==> config.mk <==
export PLATFORM = sky130hd
export DESIGN_NAME = uart_txsm_gen
export DESIGN_NICKNAME = d
export VERILOG_FILES = /design/src/rtl/uart_txsm_gen.sv
export SDC_FILE = /design/constraint.sdc
export NUM_CORES = 1
export LEC_CHECK = 0
export BUFFER_PORTS_ARGS = -buffer_cell sky130_fd_sc_hd__buf_4
export CAP_MARGIN = 20
export CORE_UTILIZATION = 36
export DETAILED_ROUTE_END_ITERATION = 16
export GPL_ROUTABILITY_DRIVEN = 0
export PLACE_DENSITY = 0.66
export SLEW_MARGIN = 5
export SYNTH_ARGS = -nofsm -noshare
export SYNTH_HDL_FRONTEND = slang
export SYNTH_SLANG_ARGS = --single-unit
==> constraint.sdc <==
create_clock -name Clk -period 2.2 [get_ports Clk]
set_input_delay 0.33 -clock Clk [delete_from_list [all_inputs] [get_ports Clk]]
set_output_delay 0.33 -clock Clk [all_outputs]
set_load 0.02 [all_outputs]
==> src/rtl/uart_txsm_gen.sv <==
// UART transmit state machine: pops words from an external Tx FIFO and frames them as
// start/data/parity/stop on TxD, with break generation and RS-485 DE lead/tail timing.
module uart_txsm_gen #(
  parameter int DATA_W  = 9,
  parameter int OVS     = 16,
  parameter int DE_LEAD = 0,
  parameter int DE_TAIL = 0
) (
  input  logic              Clk,
  input  logic              Rst,
  input  logic              CE_16x,
  input  logic [3:0]        Len,
  input  logic [1:0]        NumStop,
  input  logic              ParEn,
  input  logic [1:0]        Par,
  input  logic              Brk,
  input  logic              TF_EF,
  input  logic [DATA_W-1:0] THR,
  input  logic              CTSi,
  output logic              TF_RE,
  output logic              TxD,
  output logic              DE,
  output logic              TxIdle,
  output logic              TxStart,
  output logic              TxShift,
  output logic              TxStop
);

  localparam int CMAX1 = (DE_LEAD > 2*OVS) ? DE_LEAD : 2*OVS;
  localparam int CMAX  = (DE_TAIL > CMAX1) ? DE_TAIL : CMAX1;
  localparam int CW    = $clog2(CMAX + 1);

  localparam logic [CW-1:0] BIT_END  = CW'(OVS - 1);
  localparam logic [CW-1:0] LEAD_END = CW'((DE_LEAD > 0) ? DE_LEAD - 1 : 0);
  localparam logic [CW-1:0] TAIL_END = CW'((DE_TAIL > 0) ? DE_TAIL - 1 : 0);

  localparam logic [2:0] S_IDLE   = 3'd0;
  localparam logic [2:0] S_BRK    = 3'd1;
  localparam logic [2:0] S_LEAD   = 3'd2;
  localparam logic [2:0] S_START  = 3'd3;
  localparam logic [2:0] S_SHIFT  = 3'd4;
  localparam logic [2:0] S_PARITY = 3'd5;
  localparam logic [2:0] S_STOP   = 3'd6;
  localparam logic [2:0] S_TAIL   = 3'd7;

  logic [2:0]        state, state_n;
  logic [CW-1:0]     cnt, cnt_n, stop_end;
  logic [3:0]        bit_cnt, bit_n, len_q, len_n, len_c;
  logic [DATA_W-1:0] shreg, sh_n;
  logic [1:0]        stop_q, stop_n;
  logic              par_en_q, par_en_n, par_bit_q, par_bit_n, par_c;
  logic              brk_mark, mark_n, txd_n, load, go;

  assign go = ~TF_EF & CTSi & ~Brk;

  // Frame format as it will be latched: clamped length and the parity bit over those bits only.
  always_comb begin
    logic ones;
    len_c = Len;
    if (Len < 4'd5) len_c = 4'd5;
    else if (int'(Len) > DATA_W) len_c = 4'(DATA_W);
    ones = 1'b0;
    for (int i = 0; i < DATA_W; i++)
      if (i < int'(len_c)) ones = ones ^ THR[i];
    case (Par)
      2'b00:   par_c = ~ones;
      2'b01:   par_c = ones;
      2'b10:   par_c = 1'b0;
      default: par_c = 1'b1;
    endcase
  end

  always_comb begin
    case (stop_q)
      2'b00:   stop_end = BIT_END;
      2'b01:   stop_end = CW'(3*OVS/2 - 1);
      default: stop_end = CW'(2*OVS - 1);
    endcase
  end

  always_comb begin
    state_n   = state;
    cnt_n     = cnt;
    bit_n     = bit_cnt;
    sh_n      = shreg;
    len_n     = len_q;
    stop_n    = stop_q;
    par_en_n  = par_en_q;
    par_bit_n = par_bit_q;
    mark_n    = brk_mark;
    txd_n     = TxD;
    load      = 1'b0;
    if (CE_16x) begin
      cnt_n = cnt + 1'b1;
      case (state)
        S_IDLE: begin
          cnt_n = '0;
          if (Brk) begin
            state_n = S_BRK;
            txd_n   = 1'b0;
            mark_n  = 1'b0;
          end else if (go) begin
            if (DE_LEAD > 0) begin
              state_n = S_LEAD;
              txd_n   = 1'b1;
            end else begin
              load = 1'b1;
            end
          end
        end
        // Break holds the line low, then guarantees one full mark bit before idling.
        S_BRK: begin
          if (!brk_mark) begin
            cnt_n = '0;
            if (!Brk) begin
              mark_n = 1'b1;
              txd_n  = 1'b1;
            end
          end else if (cnt == BIT_END) begin
            state_n = S_IDLE;
            cnt_n   = '0;
            mark_n  = 1'b0;
          end
        end
        S_LEAD: if (cnt == LEAD_END) load = 1'b1;
        S_START: begin
          if (cnt == BIT_END) begin
            state_n = S_SHIFT;
            cnt_n   = '0;
            txd_n   = shreg[0];
            sh_n    = shreg >> 1;
            bit_n   = 4'd1;
          end
        end
        S_SHIFT: begin
          if (cnt == BIT_END) begin
            cnt_n = '0;
            if (bit_cnt == len_q) begin
              state_n = par_en_q ? S_PARITY : S_STOP;
              txd_n   = par_en_q ? par_bit_q : 1'b1;
            end else begin
              txd_n = shreg[0];
              sh_n  = shreg >> 1;
              bit_n = bit_cnt + 4'd1;
            end
          end
        end
        S_PARITY: begin
          if (cnt == BIT_END) begin
            state_n = S_STOP;
            cnt_n   = '0;
            txd_n   = 1'b1;
          end
        end
        S_STOP: begin
          if (cnt == stop_end) begin
            cnt_n = '0;
            if (go) load = 1'b1;
            else state_n = (DE_TAIL > 0) ? S_TAIL : S_IDLE;
          end
        end
        default: begin
          if (go) load = 1'b1;
          else if (cnt == TAIL_END) begin
            state_n = S_IDLE;
            cnt_n   = '0;
          end
        end
      endcase
      if (load) begin
        state_n   = S_START;
        cnt_n     = '0;
        txd_n     = 1'b0;
        sh_n      = THR;
        len_n     = len_c;
        stop_n    = NumStop;
        par_en_n  = ParEn;
        par_bit_n = par_c;
      end
    end
  end

  // Status outputs are registered from the next state so they line up with TxD.
  always_ff @(posedge Clk) begin
    if (Rst) begin
      state     <= S_IDLE;
      cnt       <= '0;
      bit_cnt   <= '0;
      shreg     <= '0;
      len_q     <= '0;
      stop_q    <= '0;
      par_en_q  <= 1'b0;
      par_bit_q <= 1'b0;
      brk_mark  <= 1'b0;
      TxD       <= 1'b1;
      DE        <= 1'b0;
      TF_RE     <= 1'b0;
      TxIdle    <= 1'b1;
      TxStart   <= 1'b0;
      TxShift   <= 1'b0;
      TxStop    <= 1'b0;
    end else begin
      state     <= state_n;
      cnt       <= cnt_n;
      bit_cnt   <= bit_n;
      shreg     <= sh_n;
      len_q     <= len_n;
      stop_q    <= stop_n;
      par_en_q  <= par_en_n;
      par_bit_q <= par_bit_n;
      brk_mark  <= mark_n;
      TxD       <= txd_n;
      DE        <= (state_n != S_IDLE);
      TF_RE     <= load;
      TxIdle    <= (state_n == S_IDLE);
      TxStart   <= (state_n == S_START);
      TxShift   <= (state_n == S_SHIFT) || (state_n == S_PARITY);
      TxStop    <= (state_n == S_STOP);
    end
  end

endmodule
==> impl_metrics.tcl, run 1 <==
set metrics [dict create \
    outcome "completed" \
    final_cell_area_um2 2840 \
    antenna_found_initial 0 \
    cpPeakStageDelay_ps 490 \
    whs_ps 300.0 \
    start_kind "flip-flop" \
    ir_drop_uv 266.7 \
    yosysTopAreaCell "dfxtp_1" \
    min_to "par_en_q" \
    grt_overflow_total 0 \
    routed_wl_um 5790 \
    final_util_pct 47.13 \
    min-delay-path-class "input port to flip-flop" \
    root_buffer "clkbuf_8" \
    max_slew_margin_pct 67.68 \
    drc 0 \
    antenna_cells 0 \
    start_util_pct 38.14 \
    boundaryPins 31 \
    setup_violations 0 \
    synth_most_common_cell "nand2_1" \
    wl_per_cell_um 14.55 \
    insertion_delay_ps 290 \
    whs_path_depth 3 \
    syn_to_final_growth_pct 23.57 \
    max_freq_mhz 481.2 \
    clk_path_buf_depth 2 \
    cp_top_family "compound AO/OA/AOI/OAI gates" \
    tightestPinTransition_ps 480.3 \
    r2r-end "TxStop" \
    placed_area_um2 2693 \
    async_reset_ff_share_pct 0 \
    hold_start "ParEn" \
    reg2reg_depth 6 \
    netlist_area_um2 2298 \
    die_x_um 81.91 \
    dr.pass1.iters 4 \
    place_inst 389 \
    drv_slew 0 \
    cts.sinks 38 \
    num_vias 2210 \
    path_buf_inv 0 \
    seq_area_frac_synth_pct 33.10 \
    hold_buffers 0 \
    drive_gt1_share_pct 27.86 \
    finalCriticalPeriod_ps 2078 \
    place_hpwl_um 4279 \
    grt_pass1_vias 2038 \
    synth_fp_nets 303 \
    synth_edf_count 0 \
    stdcell_count 398 \
    cts_tree "yes" \
    numPortBuffers 30 \
    crit_path_top_delay_cell "dfxtp_1" \
    synth_ff_type "dfxtp_1" \
    reg2reg_from "cnt[3]" \
    routed_via_density 5.553 \
    hold_viol 0 \
    crit_type "flip-flop to flip-flop" \
    path_clk_slew_ps 80 \
    yosys_warnings 0 \
    fin_nets 349 \
    cp-end-kind "flip-flop" \
    die_h_um 81.91 \
    synth-seq-cells 38 \
    synth.area.top_cells "dfxtp_1 33%, nand2_1 6.5%, a21oi_1 4.4%" \
    cts_buffers 5 \
    ys_types 64 \
    ant_nets 0 \
    max_cap_viol_count 0 \
    required_ps 2390 \
    grt_start_max_net_pins 25 \
    detail_route.iter0.violations 187 \
    cts_htree_levels 2 \
    dieArea_um2 6708 \
    reg2reg_slack_ps 120 \
    grt_pass1_wl_um 9508 \
    crit_fanout 9 \
    arrival_ps 2260 \
    synth.cells.most_frequent "40 x nand2_1, 38 x dfxtp_1, 20 x a21oi_1, 19 x nor2_1, 12 x nor3_1" \
    power.density_nw_per_um2 564.3 \
    fin_skew_ps 4.488 \
    path_cells "nor2b_1 > o21a_1 > o211ai_4 > nand2_2 > o32a_4 > a2111oi_2" \
    grt.total_usage_pct 18.36 \
    rows 28 \
    p_leak_nw 1.090 \
    syn_avg_cell_area_um2 8.328 \
    synth_largest_type_area_fraction_pct 33.10 \
    syn_inst 276 \
    core_area_um2 6026 \
    period_share_pct 94.47 \
]
==> per-layer routing <==
metal	share of wire, %	wire [um]	vias to the layer above	GRT usage, %
li1	-	-	1115	-
met1	47	2733	1028	25.08
met2	46	2675	57	28.60
met3	4.7	274	10	3.444
met4	1.8	106	0	6.491
met5	0	0	-	0
==> kinds of logic after synthesis <==
family | count (synthesis) | synth area share, %
compound gates | 86 | 29.02
simple gates | 117 | 26.07
flops | 38 | 33.10
buf+inv | 21 | 5.062
xor+xnor | 11 | 5.117
fa+ha+maj | 3 | 1.633
==> layout make-up <==
cell class,count,area [um^2]
Fill cell,603,3186
Clock inverter,2,12.51
Inverter,7,26.28
Clock buffer,6,82.58
Multi-Input combinational cell,217,1463
Sequential cell,38,764.5
Timing Repair Buffer,53,397.9
Tap cell,75,93.84
==> repair_timing <==
item	4_1_cts	5_1_grt
setup endpoints to repair	0	15
resized for setup	0	13
buffers inserted	0	1
hold endpoints to repair	0	0
==> worst max path at each step <==
stage                    to    from  cells after the start  slack (ps)
finish               TxStop  cnt[3]                      6         120
global route         cnt[2]  cnt[3]                      6         -10
CTS                 TxStart  cnt[0]                      7          20
detailed placement  TxStart  cnt[0]                      7          30
global placement    TxStart  cnt[0]                      7         110
floorplan           TxStart  cnt[0]                      7         300
==> per-stage QoR <==
stage	power [mW]	setup TNS (ps)	setup slack, ps
after floorplan	0.9816	0	298.9
after global placement	1.110	0	112.4
after detailed placement	1.115	0	33.42
after CTS	1.612	0	21.74
after global routing	1.691	-14.79	-12.86
final	1.603	0	121.8
==> tightest hold or removal path, stage by stage <==
cell and delay, ps:
buf_4 110, nand2_1 50, a21oi_1 50
==> state kept, by name (all words and copies together) (netlist names), 2 cells and up <==
signal / flops
bit_cnt: 4
shreg: 9
cnt: 6
stop_q: 2
len_q: 4
state: 3
==> cells in the final DEF (no fill, tap or decap), drive strengths merged, types with 2 or more instances in the layout <==
master	Yosys	layout
buf	8	53
nand2	41	41
dfxtp	38	38
a21oi	23	23
nor2	20	20
nor3	13	13
o21ai	13	13
nand3	11	11
a311oi	10	10
xor2	7	7
inv	6	6
nand2b	6	6
a31oi	6	6
clkbuf	6	6
and3	6	6
nor2b	4	4
o21a	4	4
nand4	4	4
nor4	4	4
a21o	3	3
a2111oi	3	3
o31ai	3	3
o211ai	3	3
xnor2	3	3
ha	3	3
nor3b	2	2
nand3b	2	2
o211a	2	2
o22ai	2	2
or3	2	2
a32oi	2	2
a41oi	2	2
clkinv	1	2
a31o	2	2
==> report_power, final <==
part | leakage [nW] | internal, mW | switching [mW] | total [mW]
combinational | 0.733 | 0.165 | 0.193 | 0.358
clock | 0.0472 | 0.252 | 0.247 | 0.499
sequential | 0.310 | 0.720 | 0.0264 | 0.746
No activity file was read; power rests on OpenSTA's default activity.
==> run 2: changes to the inputs <==
--- a/config.mk
+++ b/config.mk
@@ -5,6 +5,7 @@
 export SDC_FILE = /design/constraint.sdc
 export NUM_CORES = 1
 export LEC_CHECK = 0
+export ABC_AREA = 1
 export BUFFER_PORTS_ARGS = -buffer_cell sky130_fd_sc_hd__buf_4
 export CAP_MARGIN = 20
 export CORE_UTILIZATION = 36
==> run 2 against run 1 <==
Via count increased by 6.6%. Largest power group unchanged. Register-to-register slack improved by 210 ps. Combinational power increased by 5%. Die area increased by 4.2%. Power increased by 9.6%. Sequential share of layout area increased by 0.29 points. Global-route usage decreased by 1.9 points. Largest cell class unchanged. Highest routed layer unchanged. Setup slack improved by 210 ps. Clock power increased by 24%. Synthesized cell count increased by 39%.
==> impl_metrics.tcl, run 2 <==
set metrics [dict create \
    multi_input_area_um2 1384 \
    max_cap_viol_count 0 \
    synth-seq-cells 38 \
    boundaryPins 31 \
    whs_ps 251.4 \
    root_buffer "clkbuf_8" \
    die_h_um 83.63 \
    clk_path_buf_depth 2 \
    crit_path_top_delay_cell "dfxtp_1" \
    async_reset_ff_share_pct 0 \
    synth_most_common_cell "nand2_1" \
    yosysTopAreaCell "dfxtp_1" \
    rows 29 \
    detail_route.iter0.violations 91 \
    cts_htree_levels 2 \
    path_buf_inv 2 \
    hold_buffers 0 \
    cp_top_family "simple AND/OR/NAND/NOR gates" \
    seq_area_um2 760.7 \
    reg2reg_slack_ps 340 \
    start_kind "flip-flop" \
    cts_setup_buffers 0 \
    crit_fanout 12 \
    ant_nets 0 \
    finalCriticalPeriod_ps 1864 \
    largest_reg_flops 9 \
    cts.sinks 38 \
    final_common_cell "nand2_1" \
    period_share_pct 84.72 \
    cts-resized-gates 0 \
    routed_via_density 4.769 \
    worst_path_most_repeated_cell "nor2_1" \
    antenna_cells 0 \
    min-delay-path-class "input port to flip-flop" \
    core_area_um2 6386 \
    tns_ps 0 \
    drive_gt1_share_pct 17.51 \
    path_clk_slew_ps 90 \
    synth.area.top_cells "dfxtp_1 32%, nand2_1 17%, nor2_1 9.2%" \
    grt_pass1_wl_um 9411 \
    required_ps 2390 \
    numPortBuffers 30 \
    dieArea_um2 6993 \
    fillers 700 \
    place_hpwl_um 4353 \
    synth_ff_type "dfxtp_1" \
    seq_area_frac_synth_pct 31.72 \
    grt_setup_unrepaired "no" \
    cpPeakStageDelay_ps 400 \
    ys_types 34 \
    top_register "shreg" \
    drc 0 \
    fin_nets 443 \
    syn_to_final_growth_pct 16.59 \
    fin_skew_ps 7.190 \
    insertion_delay_ps 300 \
    netlist_area_um2 2399 \
    final_cell_mix "111 x nand2_1, 59 x nor2_1, 45 x inv_1" \
    syn_avg_cell_area_um2 6.230 \
    num_vias 2356 \
    finalPower_mw 1.757 \
    cts_buffers 5 \
    syn_inst 385 \
    max_freq_mhz 536.5 \
    grt_overflow_total 0 \
    synth_fp_nets 412 \
    synth_edf_count 0 \
    top_regs "shreg x9, cnt x6" \
    tightestPinTransition_ps 679.9 \
    ir_drop_uv 341.9 \
    dr.pass1.iters 4 \
    hold_viol 0 \
    crit_type "flip-flop to flip-flop" \
    synth_largest_type_area_fraction_pct 31.72 \
    drv_slew 0 \
    grt_start_max_net_pins 24 \
    grt.total_usage_pct 16.43 \
    outcome "completed" \
    die_x_um 83.63 \
    cp-end-kind "flip-flop" \
    arrival_ps 2060 \
    routed_wl_um 5633 \
    power.density_nw_per_um2 628.3 \
    start_util_pct 37.56 \
    grt_pass1_vias 2207 \
    p_leak_nw 1.372 \
    wl_per_cell_um 11.40 \
    antenna_found_initial 0 \
    yosys_warnings 0 \
    max_slew_margin_pct 54.63 \
    path_cells "ha_1 > nand2_1 > inv_1 > nand3_1 > nor2_1 > nand2_1 > nand3_4 > nand2_4 > nand2_4 > inv_4 > nor2_1 > nor2_1" \
    synth.cells.most_frequent "111 x nand2_1, 59 x nor2_1, 45 x inv_1, 38 x dfxtp_1, 23 x o21ai_0" \
    cts_tree "yes" \
    setup_violations 0 \
]
## run 2: kinds of logic after synthesis
logic type | count (synthesis) | share of synthesized area (%)
and+or+nand+nor | 221 | 40.38
buffers and inverters | 61 | 10.59
AOI/OAI and AO/OA | 55 | 13.20
DFF | 38 | 31.72
xor gates and xnor gates | 7 | 2.556
adders and majority gates | 3 | 1.565
## run 2: power breakdown
group	switching [mW]	leakage (nW)	total, mW	internal, mW
sequential	0.0307	0.309	0.761	0.730
clock	0.282	0.0504	0.619	0.338
combinational	0.236	1.01	0.377	0.140
total	0.549	1.37	1.76	1.21
## run 2: worst paths after layout
path                  from       end  cells after the start
setup / recovery    cnt[0]  shreg[5]                     12
hold / removal      THR[8]  shreg[8]                      3
setup reg to reg    cnt[0]  shreg[5]                     12
hold reg to reg   shreg[8]  shreg[8]                      2
## run 2: stage by stage
| step | instances | util, % | area, um^2 | setup WS [ps] |
|---|---|---|---|---|
| after global routing | 494 | 43.79 | 2796 | 131.5 |
| final | 494 | 43.79 | 2796 | 336.2 |
| after CTS | 494 | 43.79 | 2796 | 349.6 |
| after detailed placement | 486 | 42.01 | 2683 | 376.6 |
| after global placement | 486 | 42.01 | 2683 | 436.7 |
| after floorplan | 385 | - | 2399 | 608.0 |
## run 2: worst min-delay path, delay by kind of cell
kind	cells	cell delay [ps]
AO/OA/AOI/OAI	1	50
buffers and inverters	1	90
AND/OR/NAND/NOR	1	50
## run 2: per-layer routing
layer  routed length (um)  vias to the layer above  global-route usage, %
li1                     -                     1264                      -
met1                 2721                     1051                  19.94
met2                 2663                       34                  29.79
met3                  200                        7                  3.462
met4                   47                        0                  3.236
met5                    0                        -                      0
## run 2: layout make-up
cell class / instances / share of cell area (%)
well taps: 77 / 3.445
clock buffers: 5 / 2.461
flip-flops and latches: 38 / 27.20
repair buffers: 30 / 8.054
clock inverters: 3 / 1.611
inverters: 55 / 7.741
multi-input cells: 286 / 49.49
